$ cat src/rtl/mmio_write_router.sv
// ---------------------------------------------------------------------------
// mmio_write_router
//
// Splits the CPU store path between data memory and a bank of NCH memory-
// mapped peripheral channels. An IO store is decoded by base/stride into a
// channel index and posted into that channel's holding register. The channel
// then presents the write with a valid/ack handshake. The CPU is held only
// when it stores to a channel whose previous write is still unacknowledged.
// Unmapped or misaligned IO stores are dropped and logged in a sticky error
// register. The error register keeps the address of the first such store.
//
// Ports:
//   clk       in   1            single clock, all state on rising edge
//   rst_n     in   1            synchronous active-low reset
//   addr      in   32           CPU store byte address
//   wdata     in   DATA_W       CPU store data
//   we        in   1            CPU store strobe (held while stall=1)
//   dmem_we   out  1            data-memory write enable (combinational)
//   stall     out  1            CPU hold request (combinational)
//   ch_valid  out  NCH          per-channel write pending
//   ch_data   out  NCH*DATA_W   per-channel held data, channel i at [i*DATA_W +: DATA_W]
//   ch_ack    in   NCH          per-channel accept pulse
//   err       out  1            sticky unmapped-write flag
//   err_addr  out  ADDR_W       address of the first unmapped write since clear
//   err_clr   in   1            clears err and err_addr
// ---------------------------------------------------------------------------
module mmio_write_router #(
    parameter int                NCH    = 16,
    parameter int                ADDR_W = 15,
    parameter int                IO_BIT = 14,
    parameter logic [ADDR_W-1:0] BASE   = 15'h4000,
    parameter int                STRIDE = 4,
    parameter int                DATA_W = 32
) (
    input  logic                    clk,
    input  logic                    rst_n,
    input  logic [31:0]             addr,
    input  logic [DATA_W-1:0]       wdata,
    input  logic                    we,
    output logic                    dmem_we,
    output logic                    stall,
    output logic [NCH-1:0]          ch_valid,
    output logic [NCH*DATA_W-1:0]   ch_data,
    input  logic [NCH-1:0]          ch_ack,
    output logic                    err,
    output logic [ADDR_W-1:0]       err_addr,
    input  logic                    err_clr
);

    // STRIDE is a power of two, so divide/modulo reduce to a shift and a mask.
    localparam int SH    = $clog2(STRIDE);
    localparam int IDX_W = ADDR_W - SH;

    logic                  io_s;
    logic [ADDR_W-1:0]     off_s;
    logic [IDX_W-1:0]      idx_s;
    logic                  aligned_s;
    logic [NCH-1:0]        sel_raw_s;
    logic                  hit_s;
    logic [NCH-1:0]        sel_s;
    logic                  stall_s;
    logic [NCH-1:0]        take_s;
    logic                  err_set_s;
    logic                  dmem_we_s;

    logic [NCH-1:0]        ch_valid_r;
    logic [NCH*DATA_W-1:0] ch_data_r;
    logic                  err_r;
    logic [ADDR_W-1:0]     err_addr_r;

    // Upper address bits take no part in decoding.
    logic                  unused_addr_s;
    assign unused_addr_s = ^addr[31:ADDR_W];

    // Window/channel decode, stall and per-channel take strobes.
    always_comb begin
        io_s      = addr[IO_BIT];
        // Wrap-around subtraction: an address below BASE yields a huge index
        // that no channel matches, so it lands in the error path.
        off_s     = addr[ADDR_W-1:0] - BASE;
        idx_s     = off_s[ADDR_W-1:SH];
        aligned_s = (off_s[SH-1:0] == {SH{1'b0}});
        sel_raw_s = {NCH{1'b0}};
        for (int i = 0; i < NCH; i++) begin
            sel_raw_s[i] = (idx_s == IDX_W'(i));
        end
        // Some channel matching the index is equivalent to idx < NCH.
        hit_s     = io_s & aligned_s & (|sel_raw_s);
        sel_s     = hit_s ? sel_raw_s : {NCH{1'b0}};
        // An ack in the same cycle frees the slot, so it does not block.
        stall_s   = we & (|(sel_s & ch_valid_r & ~ch_ack));
        take_s    = (we & ~stall_s) ? sel_s : {NCH{1'b0}};
        err_set_s = we & io_s & ~hit_s;
        dmem_we_s = we & ~io_s;
    end

    // Per-channel holding registers and valid flags.
    always_ff @(posedge clk) begin
        if (!rst_n) begin
            ch_valid_r <= {NCH{1'b0}};
            ch_data_r  <= {(NCH*DATA_W){1'b0}};
        end else begin
            for (int i = 0; i < NCH; i++) begin
                if (take_s[i]) begin
                    // New write wins over a same-cycle ack: back-to-back.
                    ch_data_r[i*DATA_W +: DATA_W] <= wdata;
                    ch_valid_r[i]                 <= 1'b1;
                end else if (ch_ack[i]) begin
                    ch_valid_r[i] <= 1'b0;
                end else begin
                    ch_valid_r[i] <= ch_valid_r[i];
                end
            end
        end
    end

    // Sticky error flag; the address of the first error is kept until clear.
    always_ff @(posedge clk) begin
        if (!rst_n) begin
            err_r      <= 1'b0;
            err_addr_r <= {ADDR_W{1'b0}};
        end else if (err_clr) begin
            err_r      <= 1'b0;
            err_addr_r <= {ADDR_W{1'b0}};
        end else if (err_set_s) begin
            err_r <= 1'b1;
            if (!err_r) begin
                err_addr_r <= addr[ADDR_W-1:0];
            end else begin
                err_addr_r <= err_addr_r;
            end
        end else begin
            err_r      <= err_r;
            err_addr_r <= err_addr_r;
        end
    end

    assign dmem_we  = dmem_we_s;
    assign stall    = stall_s;
    assign ch_valid = ch_valid_r;
    assign ch_data  = ch_data_r;
    assign err      = err_r;
    assign err_addr = err_addr_r;

endmodule

$ cat config.mk
export PLATFORM = sky130hd
export DESIGN_NAME = mmio_write_router
export DESIGN_NICKNAME = d
export VERILOG_FILES = /design/src/rtl/mmio_write_router.sv
export SDC_FILE = /design/constraint.sdc
export NUM_CORES = 1
export LEC_CHECK = 0
export CORE_AREA = 2 2 248 250
export DETAILED_ROUTE_END_ITERATION = 6
export DIE_AREA = 0 0 250 252
export SLEW_MARGIN = 20
export SYNTH_ARGS = -nofsm -noshare
export SYNTH_HDL_FRONTEND = slang
export SYNTH_SLANG_ARGS = --single-unit
$ cat constraint.sdc
create_clock -name clk -period 7.3 [get_ports clk]
set_input_delay 2.19 -clock clk [delete_from_list [all_inputs] [get_ports clk]]
set_output_delay 2.19 -clock clk [all_outputs]
set_load 0.005 [all_outputs]
==> qor.csv <==
stage,metric,value,unit
run_status,outcome,"complete, no violations",
critical_path,critPathArrivalTime,4.79,ns
clocking,postCtsSetupBuffers,0,
die,num_rows,90,
power_and_ir_drop,powerDensity,213,nW/um^2
worst_hold_path,hold_path.class,reg2reg,
yosys,synth_top_family_by_area,simple AND/OR/NAND/NOR gates,
sta,clock_skew,0.0166,ns
worst_hold_path,whs_path_depth,2,
sta,hold_violations,0,
clocking,postCtsResizedCells,0,
sta,finalCriticalPeriod,6.98,ns
sta,fin_crit_sh,95.7,%
critical_path,cp-end-kind,output port,
clocking,cts_sinks,544,
clocking,htree_levels,2,
sta,finalSetupTns,0,ns
clocking,clkSlewWorstSetupHoldPaths,0.06,ns
critical_path,path_class,in2out,
detailed_routing,wire_per_inst,22.7,microns
detailed_routing,firstDrtPassIters,5,
worst_hold_path,hold_start,ch_data[364]$_SDFFE_PN0P_,
sta,maxSlewHeadroom,25.3,%
global_route,grt_max_degree,140,
clocking,cts_buffer_depth,3,
yosys,ys.flop_type,dfxtp_1,
yosys,synth_compound_area_share,8.74,%
yosys,synth.top_cell.area_share,50.9,%
placement,gp_congestion,0.840,
critical_path,r2r_end,ch_data[325]$_SDFFE_PN0P_,
yosys,synth_mux_area_share,17.2,%
global_route,grt_pass1_vias,16600,
detailed_routing,drc,0,
global_route,grt_use_total,23.8,%
layout,drive_gt1_share,15.2,%
sta,tightest_slew,1.12,ns
job,max_cap_violations,0,
clocking,cts-root-buf,clkbuf_16,
worst_hold_path,holdPathEnd,ch_data[364]$_SDFFE_PN0P_,
clocking,cts_buffers,60,
detailed_routing,drtIter0Drc,932,
global_route,antenna_found_initial,4,
critical_path,reg2reg_setup_slack,4.42,ns
clocking,clk_latency,0.62,ns
yosys,synthCells,2071,
sta,holdWs,0.448,ns
clocking,hold_buffers,0,
die,start_util,35.6,%
placement,hpwl,53.9,mm
layout,area_delta_synth_final,38.8,%
yosys,synth_top_area_cell,dfxtp_1,
yosys,synth-simple-area-share,17.8,%
die,die_x,250,microns
power_and_ir_drop,p_leak,10.5,nW
yosys,ys_top_cells_by_area,"dfxtp_1, mux2i_1, nand2_1, a21boi_2, nand2_2",
detailed_routing,totalWireLength,77.9,mm
clocking,cts_tree,done,
yosys,synthXorXnorAreaFrac,0,%
global_route,grt.overflow.total,0,
critical_path,timing.rr.start,ch_valid[4]$_SDFFE_PN0P_,
power_and_ir_drop,power,6.33,mW
critical_path,critPathMaxFanout,5,
detailed_routing,ant_nets,0,
die,dieArea,63000,sq um
sta,setup_viol,0,
die,ios,630,
yosys,ys_warn_count,0,
sta,fmax,143,MHz
placement,port_buffers,612,
layout,nNetsFinal,2684,
power_and_ir_drop,ir_worst_vdd,209,uV
yosys,synth-seq-area-share,50.9,%
global_route,grt_pass1_wl,113,mm
yosys,async_reset_ff_share,0,%
critical_path,crit_required,5.11,ns
sta,slew_violations,0,
yosys,syn_area,21400,sq um
detailed_routing,vias,16600,
detailed_routing,vias_per_cell,4.85,
critical_path,reg2reg_depth,6,
die,die_h,252,microns
yosys,synthDistinctLibCells,54,
yosys,synth.avg_cell_area,10.3,sq um
yosys,synth_fa_ha_area_share,0,%
yosys,synth_nets,2155,
die,core,60100,sq um
yosys,synth_enable_flop_cells,0,
sta,rsz0062_at_grt,no,
critical_path,cp-start-kind,primary input,
yosys,yosys_register_bits,544,
area by class of cell:
type | count | area (sq um)
antenna | 2 | 5.00
clock buffer | 91 | 1770
tap | 782 | 978
multi-input combinational | 1350 | 9390
clock inverter | 19 | 283
fill | 5569 | 30500
sequential | 544 | 10900
timing repair buffer | 644 | 6370
kinds of logic after synthesis:
kind of cell / count (synthesis)
flops: 544
mux: 368
compound gates: 186
buf+inv: 177
simple gates: 796
how the worst max path moves through the flow:
| stage | startpoint | to | slack (ns) |
|---|---|---|---|
| final | addr[12] | stall | 0.32 |
| after global routing | addr[12] | stall | 0.28 |
| after CTS | addr[12] | stall | 0.35 |
| after detailed placement | addr[12] | stall | 0.35 |
| after global placement | addr[12] | stall | 0.35 |
| after floorplan | addr[2] | stall | 1.67 |
critical path, cell delays in order:
cell	delay, ns
clkdlybuf4s50_1	0.55
or4b_1	0.75
buf_4	0.25
o221ai_1	0.23
o31ai_1	0.12
a31oi_1	0.15
clkdlybuf4s50_1	0.55
layer usage:
| metal | GRT usage [%] | routed length, microns | up-vias |
|---|---|---|---|
| met4 | 6.59 | 1810 | 0 |
| met3 | 7.12 | 5960 | 101 |
| met2 | 39.7 | 36900 | 566 |
| li1 | - | - | 7860 |
| met1 | 29.9 | 33200 | 8117 |
| met5 | 0 | 0 | - |
cells in the mapped netlist (2+ instances only):
| master | number |
|---|---|
| nand2_1 | 554 |
| dfxtp_1 | 544 |
| mux2i_1 | 368 |
| a21boi_2 | 120 |
| nand2_2 | 120 |
| clkbuf_1 | 93 |
| nor2b_1 | 47 |
| buf_6 | 42 |
| a21boi_1 | 34 |
| buf_2 | 25 |
| nor2_1 | 23 |
| o21a_1 | 12 |
| a21boi_0 | 10 |
| nor4_4 | 8 |
| buf_4 | 7 |
| buf_12 | 6 |
| nand2b_1 | 6 |
| and3_1 | 4 |
| buf_1 | 4 |
| or4_4 | 4 |
| nand3_4 | 3 |
| a31oi_1 | 2 |
| a32o_1 | 2 |
| nand4_1 | 2 |
| or4b_1 | 2 |
metrics by stage:
stage / cells / utilization [%] / cell area [sq um] / setup WS [ns]
global route: 3432 / 49.4 / 29700 / 0.284
floorplan: 2071 / - / 21400 / 1.67
CTS: 3430 / 49.4 / 29700 / 0.352
detailed placement: 3320 / 45.9 / 27600 / 0.355
global placement: 3320 / 45.9 / 27600 / 0.348
finish: 3432 / 49.4 / 29700 / 0.316
registers in the layout, summed over array words and instances, names as in the netlist:
name and count:
err 1, ch_valid 16, ch_data 512, err_addr 15
cells in the final DEF, fill, tap and decap left out, types with 2 or more instances in the layout:
cell,netlist,routed
and3_2,0,3
bufinv_16,0,6
diode_2,0,2
a21boi_2,120,120
nor2b_1,47,46
or4b_1,2,2
nor2_1,23,23
nand2b_1,6,6
a21boi_1,34,34
nand2_2,120,120
nor4_4,8,9
clkbuf_8,0,15
a31oi_1,2,2
mux2i_1,368,368
dfxtp_1,544,544
o21a_1,12,12
a21boi_0,10,10
clkdlybuf4s50_1,0,611
clkbuf_16,0,60
nand3_4,3,3
nand2_1,554,554
buf_4,7,32
clkinv_8,0,3
nand4_1,2,2
a32o_1,2,2
or4_4,4,4
clkinv_2,0,9
clkbuf_1,93,16
where the power goes:
part	leakage [nW]	internal, mW	total, mW	switching [mW]
Combinational	5.15	0.0755	0.230	0.154
Sequential	4.38	2.97	2.97	0.00110
Clock	1.01	1.88	3.13	1.25
Note: power is estimated with default switching activity, not from simulation.
